### src/rtl/fpu_out_pkg.sv
// ---------------------------------------------------------------------------
// fpu_out_pkg
// Shared definitions for the FPU result queue: default result/flag widths,
// the packed {result, flags} entry width and the occupancy-counter width.
// No ports (package).
// ---------------------------------------------------------------------------
package fpu_out_pkg;

    localparam int DEFAULT_DATA_W = 32;
    localparam int DEFAULT_FLAG_W = 4;

    // One queue entry holds the result word with its flags packed in the LSBs.
    function automatic int entry_w(input int data_w, input int flag_w);
        return data_w + flag_w;
    endfunction

    // The occupancy counter must represent 0..depth inclusive.
    function automatic int count_w(input int depth);
        return $clog2(depth + 1);
    endfunction

endpackage

### src/rtl/fpu_result_queue_mem.sv
// ---------------------------------------------------------------------------
// fpu_result_queue_mem
// DEPTH x ENTRY_W register array used as the FPU result queue storage.
// Synchronous write, asynchronous read, synchronous clear on reset.
// Ports:
//   clk      in   clock
//   reset    in   synchronous active-high clear of every slot
//   wr_en    in   write wr_data into slot wr_addr at the rising edge
//   wr_addr  in   write slot index
//   wr_data  in   entry to store
//   rd_addr  in   read slot index
//   rd_data  out  contents of slot rd_addr (combinational from registers)
// ---------------------------------------------------------------------------
module fpu_result_queue_mem
    import fpu_out_pkg::*;
#(
    parameter int DEPTH   = 4,
    parameter int ENTRY_W = entry_w(DEFAULT_DATA_W, DEFAULT_FLAG_W),
    localparam int ADDR_W = $clog2(DEPTH)
) (
    input  logic               clk,
    input  logic               reset,
    input  logic               wr_en,
    input  logic [ADDR_W-1:0]  wr_addr,
    input  logic [ENTRY_W-1:0] wr_data,
    input  logic [ADDR_W-1:0]  rd_addr,
    output logic [ENTRY_W-1:0] rd_data
);

    logic [ENTRY_W-1:0] mem_q [DEPTH];
    logic [ENTRY_W-1:0] mem_d [DEPTH];

    always_comb begin
        mem_d = mem_q;
        if (wr_en) begin
            mem_d[wr_addr] = wr_data;
        end
    end

    always_ff @(posedge clk) begin
        if (reset) begin
            mem_q <= '{default: '0};
        end else begin
            mem_q <= mem_d;
        end
    end

    assign rd_data = mem_q[rd_addr];

endmodule

### src/rtl/fpu_result_queue.sv
// ---------------------------------------------------------------------------
// fpu_result_queue
// DEPTH-entry FIFO of {result, flags} between the FPU datapath and the host
// register interface. Presents the head entry with a ready flag, occupancy
// count, full flag, sticky overflow and a registered level interrupt.
// Ports:
//   clk, reset        clock and synchronous active-high reset
//   result, flags     FPU result and exception flags, captured on doorbell
//   fpu_doorbell_r_i  push strobe (one entry per cycle high)
//   fpu_rd_ack        host consumed head entry (pop)
//   fpu_int_en        interrupt enable
//   fpu_ovf_clr       clears sticky overflow
//   fpu_ready         queue non-empty, head valid
//   fpu_output        head result
//   fpu_output_flags  head flags
//   fpu_count         occupancy 0..DEPTH
//   fpu_full          occupancy == DEPTH
//   fpu_overflow      sticky: a push was dropped while full
//   fpu_irq           registered level interrupt
// ---------------------------------------------------------------------------
module fpu_result_queue
    import fpu_out_pkg::*;
#(
    parameter int DATA_W     = DEFAULT_DATA_W,
    parameter int FLAG_W     = DEFAULT_FLAG_W,
    parameter int DEPTH      = 4,
    parameter int IRQ_THRESH = 1
) (
    input  logic                        clk,
    input  logic                        reset,
    input  logic [DATA_W-1:0]           result,
    input  logic [FLAG_W-1:0]           flags,
    input  logic                        fpu_doorbell_r_i,
    input  logic                        fpu_rd_ack,
    input  logic                        fpu_int_en,
    input  logic                        fpu_ovf_clr,
    output logic                        fpu_ready,
    output logic [DATA_W-1:0]           fpu_output,
    output logic [FLAG_W-1:0]           fpu_output_flags,
    output logic [count_w(DEPTH)-1:0]   fpu_count,
    output logic                        fpu_full,
    output logic                        fpu_overflow,
    output logic                        fpu_irq
);

    localparam int ADDR_W  = $clog2(DEPTH);
    localparam int CNT_W   = count_w(DEPTH);
    localparam int ENTRY_W = entry_w(DATA_W, FLAG_W);

    localparam logic [CNT_W-1:0] CNT_FULL   = CNT_W'(DEPTH);
    localparam logic [CNT_W-1:0] CNT_THRESH = CNT_W'(IRQ_THRESH);

    logic [ADDR_W-1:0]  wr_ptr_q, wr_ptr_d;
    logic [ADDR_W-1:0]  rd_ptr_q, rd_ptr_d;
    logic [CNT_W-1:0]   count_q, count_d;
    logic               overflow_q, overflow_d;
    logic               irq_q, irq_d;
    logic               push_ok, pop_ok, is_full;
    logic [ENTRY_W-1:0] head_entry;

    // A pop frees a slot in the same cycle, so a push into a full queue is
    // accepted whenever the host is also acknowledging the head.
    always_comb begin
        is_full  = (count_q == CNT_FULL);
        pop_ok   = fpu_rd_ack && (count_q != '0);
        push_ok  = fpu_doorbell_r_i && (!is_full || pop_ok);

        wr_ptr_d = push_ok ? wr_ptr_q + ADDR_W'(1) : wr_ptr_q;
        rd_ptr_d = pop_ok  ? rd_ptr_q + ADDR_W'(1) : rd_ptr_q;

        unique case ({push_ok, pop_ok})
            2'b10:   count_d = count_q + CNT_W'(1);
            2'b01:   count_d = count_q - CNT_W'(1);
            default: count_d = count_q;
        endcase

        // A new drop wins over a clear arriving in the same cycle.
        overflow_d = overflow_q;
        if (fpu_doorbell_r_i && is_full && !pop_ok) begin
            overflow_d = 1'b1;
        end else if (fpu_ovf_clr) begin
            overflow_d = 1'b0;
        end

        // Based on post-update occupancy so the interrupt rises together
        // with the entry that crosses the threshold.
        irq_d = fpu_int_en && (count_d >= CNT_THRESH);
    end

    always_ff @(posedge clk) begin
        if (reset) begin
            wr_ptr_q   <= '0;
            rd_ptr_q   <= '0;
            count_q    <= '0;
            overflow_q <= 1'b0;
            irq_q      <= 1'b0;
        end else begin
            wr_ptr_q   <= wr_ptr_d;
            rd_ptr_q   <= rd_ptr_d;
            count_q    <= count_d;
            overflow_q <= overflow_d;
            irq_q      <= irq_d;
        end
    end

    fpu_result_queue_mem #(
        .DEPTH   (DEPTH),
        .ENTRY_W (ENTRY_W)
    ) u_mem (
        .clk     (clk),
        .reset   (reset),
        .wr_en   (push_ok),
        .wr_addr (wr_ptr_q),
        .wr_data ({result, flags}),
        .rd_addr (rd_ptr_q),
        .rd_data (head_entry)
    );

    assign fpu_output       = head_entry[ENTRY_W-1:FLAG_W];
    assign fpu_output_flags = head_entry[FLAG_W-1:0];
    assign fpu_ready        = (count_q != '0);
    assign fpu_full         = is_full;
    assign fpu_count        = count_q;
    assign fpu_overflow     = overflow_q;
    assign fpu_irq          = irq_q;

endmodule

### config.mk
export PLATFORM = sky130hd
export DESIGN_NAME = fpu_result_queue
export DESIGN_NICKNAME = d
export VERILOG_FILES = /design/src/rtl/fpu_out_pkg.sv /design/src/rtl/fpu_result_queue_mem.sv /design/src/rtl/fpu_result_queue.sv
export SDC_FILE = /design/constraint.sdc
export NUM_CORES = 1
export LEC_CHECK = 0
export BUFFER_PORTS_ARGS = -buffer_cell sky130_fd_sc_hd__buf_2
export CORE_AREA = 2 2 91 136
export CTS_CLUSTER_DIAMETER = 30
export DETAILED_ROUTE_END_ITERATION = 16
export DIE_AREA = 0 0 93 138
export PLACE_DENSITY = 0.85
export SLEW_MARGIN = 20
export SYNTH_ARGS = -nofsm -noshare
export SYNTH_HDL_FRONTEND = slang
export SYNTH_SLANG_ARGS = --single-unit
### constraint.sdc
create_clock -name clk -period 3 [get_ports clk]
set_input_delay 0.3 -clock clk [delete_from_list [all_inputs] [get_ports clk]]
set_output_delay 0.3 -clock clk [all_outputs]
set_load 0.01 [all_outputs]
### Word level (Yosys, flattened, before mapping)

Cells that the tools add are included.

| storage, ports and cells | value |
|---|---|
| register bits | 153 |
| input port bits | 42 |
| output and inout bits | 43 |
| logic and storage cells | 42 |

| operators by class | value |
|---|---|
| add/subtract/negate cells | 4 |
| $lt $le $gt $ge | 4 |
| equal/unequal tests | 3 |
| muxes and demuxes | 9 |
| bitwise logic cells | 2 |
| reductions and logical operators | 11 |

Operator list:

| operator | count |
|---|---|
| 144-bit bitwise mux | 1 |
| 36-bit two-way mux | 3 |
| 36-bit binary-select mux with 2-bit select | 1 |
| 36-bit demux with 2-bit select | 1 |
| 3-bit greater-or-equal comparator, second input constant | 2 |
| 1-bit logical AND | 6 |
| 2-bit NOT with 3-bit output | 2 |
| 3-bit case mux with 2 select lines | 1 |
| 2-bit by 1-bit adder with 2-bit output, second input constant | 2 |
| 3-bit by 1-bit adder with 3-bit output, second input constant | 1 |
| 3-bit equality test, second input constant | 1 |
| 3-bit by 1-bit greater-or-equal comparator with 1-bit output, second input constant | 1 |
| 3-bit by 1-bit less-than comparator with 1-bit output, second input constant | 1 |
| 3-bit nonzero test | 1 |
| 3-bit by 1-bit subtractor with 3-bit output, second input constant | 1 |
| 2-bit by 1-bit equality test with 1-bit output, second input constant | 1 |
| 2-bit equality test, second input constant | 1 |
| 1-bit zero test | 2 |
| 1-bit two-way mux | 2 |
| 2-bit nonzero test | 1 |
| 1-bit logical OR | 1 |

### Longest topological paths before layout

| depth | value |
|---|---|
| word-level depth | 8 |
| depth in mapped cells | 9 |
| depth with buffers taken out | 7 |

### Cells and area by module

Synthesis repeated with hierarchy kept, for this count alone.

| second synthesis, totals | value |
|---|---|
| cell total of the unflattened synthesis | 615 |
| area total of the unflattened synthesis | 7094.3 um2 |

Modules (own cells, without submodules):

| module | times used | cells each | area an instance (um2) | sequential area each (um2) |
|---|---|---|---|---|
| fpu_result_queue_mem | 1 | 554 | 6572.6 | 2882.8 |
| fpu_result_queue | 1 | 61 | 521.8 | 180.2 |

### Worst setup path before layout

No wires, ideal clock.

| timing path | value |
|---|---|
| path type | register to register |
| from | reg count_q[1] (netlist: fpu_count[1]) |
| to | reg irq_q (netlist: fpu_irq) |
| setup time | 0.124 ns |
| arrival | 2.255 ns |
| required time | 2.876 ns |
| slack | 0.621 ns |
| stages on the path, launching flop included | 10 |
| buffers on the path | 2 |
| clock period less this slack | 2.379 ns |
| cell sequence | dfxtp_1 buf_2 or3_1 clkbuf_1 nand2_1 fa_1 or3b_2 a31o_2 a21oi_1 a21oi_1 |

| on the way | value |
|---|---|
| cells in the longest elaborated chain, start to end | 8 |
| elaborated cells between the ends (all ways) | 13 |
| classes of those cells | add/sub: 2; order compare: 1; eq/ne: 3; mux: 1; reduce/logical: 6 |

Ends and longest elaborated chain:

| what | line | RTL |
|---|---|---|
| from (decl) | fpu_result_queue.sv:55 | `logic [CNT_W-1:0] count_q, count_d;` |
| from (signal assigned) | fpu_result_queue.sv:100 | `count_q <= count_d;` |
| 3-bit nonzero test * | - |  |
| via fpu_ready | fpu_result_queue.sv:37 | `output logic fpu_ready,` |
| 1-bit logical AND * | fpu_result_queue.sv:65 | `pop_ok = fpu_rd_ack && (count_q != '0);` |
| 1-bit logical OR | fpu_result_queue.sv:66 | `push_ok = fpu_doorbell_r_i && (!is_full \|\| pop_ok);` |
| 1-bit logical AND | fpu_result_queue.sv:66 |  |
| 2-bit by 1-bit equality test with 1-bit output or 2-bit equality test (tied branches) | fpu_result_queue.sv:71 | `unique case ({push_ok, pop_ok})` |
| 3-bit case mux with 2 select lines * | fpu_result_queue.sv:71 |  |
| 3-bit by 1-bit greater-or-equal comparator with 1-bit output * | fpu_result_queue.sv:87 | `irq_d = fpu_int_en && (count_d >= CNT_THRESH);` |
| 1-bit logical AND * | fpu_result_queue.sv:87 |  |
| to (signal assigned) | fpu_result_queue.sv:102 | `irq_q <= irq_d;` |
| to (decl) | fpu_result_queue.sv:57 | `logic irq_q, irq_d;` |

Mark *: on every way through the listed nets, which the timed path passes. The rest lies on a longest branch.
A chain may end at the register's enable or synchronous reset.

### Final worst setup path

| timing path | value |
|---|---|
| from | reg count_q[1] (netlist: fpu_count[1]) |
| to | reg irq_q (netlist: fpu_irq) |

| on the way | value |
|---|---|
| cells in the longest elaborated chain, start to end | 8 |
| elaborated cells between the ends (all ways) | 13 |
| classes of those cells | add/sub: 2; order compare: 1; eq/ne: 3; mux: 1; reduce/logical: 6 |

Ends and longest elaborated chain:

| what | line |
|---|---|
| 3-bit equality test or 3-bit nonzero test (tied branches) | fpu_result_queue.sv:64, fpu_result_queue.sv:65 |
| 1-bit zero test or 1-bit logical AND (tied branches) | fpu_result_queue.sv:66, fpu_result_queue.sv:65 |
| 1-bit logical OR | fpu_result_queue.sv:66 |
| 1-bit logical AND | fpu_result_queue.sv:66 |
| 2-bit by 1-bit equality test with 1-bit output or 2-bit equality test (tied branches) | fpu_result_queue.sv:71 |
| 3-bit case mux with 2 select lines * | fpu_result_queue.sv:71 |
| 3-bit by 1-bit greater-or-equal comparator with 1-bit output * | fpu_result_queue.sv:87 |
| 1-bit logical AND * | fpu_result_queue.sv:87 |

Mark *: on every way between the ends. The rest lies on a longest branch, timed or not.

==> impl_metrics.yaml <==
die:
  row_count: 49
  fp.coreArea_um2: 11770
  design.die.area_um2: 12830
  die_width_um: 93
  io_pins: 85
  die_h_um: 138
  starting_density_pct: 56.26
clock_network:
  clockRootBuffer: "sky130_fd_sc_hd__clkbuf_16"
  cts_setup_buffers: 0
  clk_latency_ps: 420
  clkSinkCount: 153
  max-clock-path-buffers: 2
  cts_repair_resize_count: 0
  tritoncts: "built"
  clk_pin_slew_ps: 60
  cts_buffers: 17
  hold_buffers: 0
  htreeDepth: 4
timing:
  post-route-min-period_ps: 2356
  timing.final.crit_share_pct: 78.53
  final-setup-viol-count: 0
  totalNegativeSetupSlack_ps: 0
  final-max-slew-violation-count: 0
  final_hold_viol_count: 0
  setup_repair_after_global_routing_missed_its_margin: "no"
  setup_slack_ps: 644.1
  max_slew.worst_pin.slew_ps: 648.6
  clock_skew_ps: 9.497
  fmaxAchievable_mhz: 424.5
  slew_headroom_pct: 56.76
job:
  number_of_maximum_capacitance_violations: 0
hold_path:
  min_delay_path_class: "in -> reg"
  min_delay_path_depth: 3
synthesis:
  synthDominantCellAreaShare_pct: 46.25
  synth.lib_cells_used.distinct: 34
  postSynthAreaPerCell_um2: 8.807
  yosys_warnings: 0
  synth.cell_area_um2: 6623
  postSynthCellCount: 752
  synth.ff_latch_count: 153
  synth_top_cells_by_area: "sky130_fd_sc_hd__dfxtp_1 (46%), sky130_fd_sc_hd__nand2_1 (17%), sky130_fd_sc_hd__mux4_2 (12%), sky130_fd_sc_hd__a21oi_1 (11%), sky130_fd_sc_hd__buf_6 (4.6%)"
  synthesis.nets: 799
  part_of_the_yosys_area_used_for_sequential_elements_pct: 46.25
  post-synth-top-area-cell: "sky130_fd_sc_hd__dfxtp_1"
worst_setup_path:
  worst_path_maximum_fanout: 11
  worstSetupEndpointType: "flop"
  start_kind: "flop"
  reg2regPathDepth: 7
  critPathArrivalTime_ps: 2660
  timing_worst_setup_path_type: "reg -> reg"
  timing.critical_path.required_ps: 3300
global_route:
  grt_remaining_overflow: 0
  vias_in_the_first_global_route: 5410
  largest_net_degree_at_the_start_of_global_routing: 61
  grt_first_pass_wirelength_mm: 25.87
  grt_util_all_layers_pct: 25.41
  antenna_found_initial: 0
place:
  numPortBuffers: 84
  place.gp.congestion: 0.7803
  place_hpwl_mm: 9.405
  dpl_worst_slack_ps: 666.9
cells_and_area:
  layout-area-overhead-vs-synth_pct: 13.51
  layout.filler_cells: 952
  layout.nets: 853
  share_of_final_layout_standard_cells_stronger_than_drive_strength_1_pct: 22.59
detailed_routing:
  drc_violation_total_after_the_first_tritonroute_iteration: 355
  drt_pass1_iterations: 5
  remaining_drc_errors: 0
  post_drt_wl_per_cell_um: 16.38
  detail-route-antenna-nets: 0
  routed_via_density: 5.610
  vias: 5459
  routed_wirelength_mm: 15.94
pwr:
  power.total_mw: 5.075
  power.leakage_nw: 2.737
  powerDensity_nw_per_um2: 675.1
  ir_worst_vdd_v: 0.0004172
outcome:
  run_status: "finished, final reports clean"
final timing paths:
| kind | from | end | slack, ps |
|---|---|---|---|
| setup / recovery | fpu_count[1] | fpu_irq | 640 |
| hold / removal | fpu_int_en | fpu_irq | 120 |
| setup reg to reg | fpu_count[1] | fpu_irq | 640 |
| hold reg to reg | u_mem.mem_q[116] | u_mem.mem_q[116] | 450 |
area by class of cell:
| class | count | area, um^2 | area share [%] |
|---|---|---|---|
| antenna | 1 | 2.502 | 0.03329 |
| clock buffer | 18 | 439.2 | 5.842 |
| clock inverter | 14 | 171.4 | 2.280 |
| inverter | 5 | 18.77 | 0.2497 |
| multi-input combinational | 533 | 3090 | 41.11 |
| sequential | 153 | 3065 | 40.78 |
| tap | 153 | 191.4 | 2.547 |
| timing repair buffer | 96 | 538.0 | 7.157 |
cells by family (layout without fill, tap and decap cells):
group                      Yosys count  after routing  share of synthesized area [%]
AOI/OAI and AO/OA                  158            158                          12.51
xor gates and xnor gates             4              4                         0.5291
adders and majority gates            5              5                          1.058
buffers and inverters               66            133                          7.085
DFF                                153            153                          46.25
muxes                               37             37                          12.41
other                                0              1                              0
and+or+nand+nor                    329            329                          20.16
synthesized netlist by cell type:
| master | instances |
|---|---|
| sky130_fd_sc_hd__a21oi_1 | 146 |
| sky130_fd_sc_hd__a21oi_2 | 7 |
| sky130_fd_sc_hd__a31o_2 | 1 |
| sky130_fd_sc_hd__and3_4 | 4 |
| sky130_fd_sc_hd__buf_1 | 1 |
| sky130_fd_sc_hd__buf_2 | 6 |
| sky130_fd_sc_hd__buf_4 | 3 |
| sky130_fd_sc_hd__buf_6 | 27 |
| sky130_fd_sc_hd__clkbuf_1 | 24 |
| sky130_fd_sc_hd__dfxtp_1 | 153 |
| sky130_fd_sc_hd__fa_1 | 1 |
| sky130_fd_sc_hd__ha_1 | 4 |
| sky130_fd_sc_hd__inv_1 | 5 |
| sky130_fd_sc_hd__mux2_2 | 1 |
| sky130_fd_sc_hd__mux4_2 | 36 |
| sky130_fd_sc_hd__nand2_1 | 295 |
| sky130_fd_sc_hd__nand2_2 | 1 |
| sky130_fd_sc_hd__nand2b_1 | 2 |
| sky130_fd_sc_hd__nand3_1 | 3 |
| sky130_fd_sc_hd__nand3_2 | 4 |
| sky130_fd_sc_hd__nand3b_1 | 1 |
| sky130_fd_sc_hd__nor2_1 | 10 |
| sky130_fd_sc_hd__nor2b_1 | 3 |
| sky130_fd_sc_hd__nor3_1 | 1 |
| sky130_fd_sc_hd__nor4_1 | 1 |
| sky130_fd_sc_hd__nor4b_1 | 1 |
| sky130_fd_sc_hd__o2111ai_1 | 1 |
| sky130_fd_sc_hd__o21ai_0 | 2 |
| sky130_fd_sc_hd__o32ai_1 | 1 |
| sky130_fd_sc_hd__or3_1 | 1 |
| sky130_fd_sc_hd__or3b_2 | 1 |
| sky130_fd_sc_hd__or4b_1 | 1 |
| sky130_fd_sc_hd__xnor2_1 | 2 |
| sky130_fd_sc_hd__xor2_1 | 2 |
critical path, cell delays in order, from the launching register on:
cell and delay (ps):
sky130_fd_sc_hd__dfxtp_1 520, sky130_fd_sc_hd__or3_1 240, sky130_fd_sc_hd__nand2_1 90, sky130_fd_sc_hd__fa_1 430, sky130_fd_sc_hd__or3b_2 470, sky130_fd_sc_hd__a31o_2 240
sky130_fd_sc_hd__a21oi_1 160, sky130_fd_sc_hd__a21oi_1 90
stage by stage:
stage	cells	util (%)	hold slack [ps]	cell area, um^2
after floorplan	752	-	426.9	6623
after global placement	940	58.65	438.3	6904
after detailed placement	940	58.65	445.4	6904
after CTS	972	63.84	109.2	7515
after global routing	972	63.84	120.0	7515
final	973	63.86	120.9	7517
power by group:
part	internal [mW]	total, mW	switching, mW	leakage, nW
Combinational	0.281	0.687	0.406	1.20
Clock	1.33	2.20	0.867	0.298
Sequential	2.13	2.19	0.0586	1.24
registers in the layout (all words and copies together) (netlist names):
signal and flops:
u_mem.mem_q 144, rd_ptr_q 2, fpu_count 3, fpu_irq 1, wr_ptr_q 2, fpu_overflow 1
layout by cell type (no fill, tap or decap), types with 2 or more instances in the layout:
cell type | Yosys | routed
sky130_fd_sc_hd__nor2_1 | 10 | 10
sky130_fd_sc_hd__nand3_1 | 3 | 3
sky130_fd_sc_hd__buf_4 | 3 | 11
sky130_fd_sc_hd__nand2b_1 | 2 | 2
sky130_fd_sc_hd__buf_12 | 0 | 2
sky130_fd_sc_hd__nor2b_1 | 3 | 3
sky130_fd_sc_hd__nand2_1 | 295 | 295
sky130_fd_sc_hd__and3_4 | 4 | 4
sky130_fd_sc_hd__xor2_1 | 2 | 2
sky130_fd_sc_hd__bufinv_16 | 0 | 3
sky130_fd_sc_hd__dfxtp_1 | 153 | 151
sky130_fd_sc_hd__a21oi_2 | 7 | 7
sky130_fd_sc_hd__xnor2_1 | 2 | 2
sky130_fd_sc_hd__ha_1 | 4 | 4
sky130_fd_sc_hd__a21oi_1 | 146 | 146
sky130_fd_sc_hd__inv_1 | 5 | 5
sky130_fd_sc_hd__buf_2 | 6 | 83
sky130_fd_sc_hd__nand3_2 | 4 | 4
sky130_fd_sc_hd__dfxtp_2 | 0 | 2
sky130_fd_sc_hd__clkbuf_16 | 0 | 17
sky130_fd_sc_hd__mux4_2 | 36 | 36
sky130_fd_sc_hd__clkinvlp_4 | 0 | 2
sky130_fd_sc_hd__o21ai_0 | 2 | 2
sky130_fd_sc_hd__clkinv_4 | 0 | 3
sky130_fd_sc_hd__clkinv_2 | 0 | 4
per-layer routing:
metal  part of all wire (%)  global-route usage, %  up-vias
li1                       -                      -     2619
met1                     39                  30.20     2601
met2                     53                  44.09      210
met3                    6.0                  5.068       29
met4                    2.2                  11.07        0
met5                      0                      0        -
(Power assumes the default switching activity.)
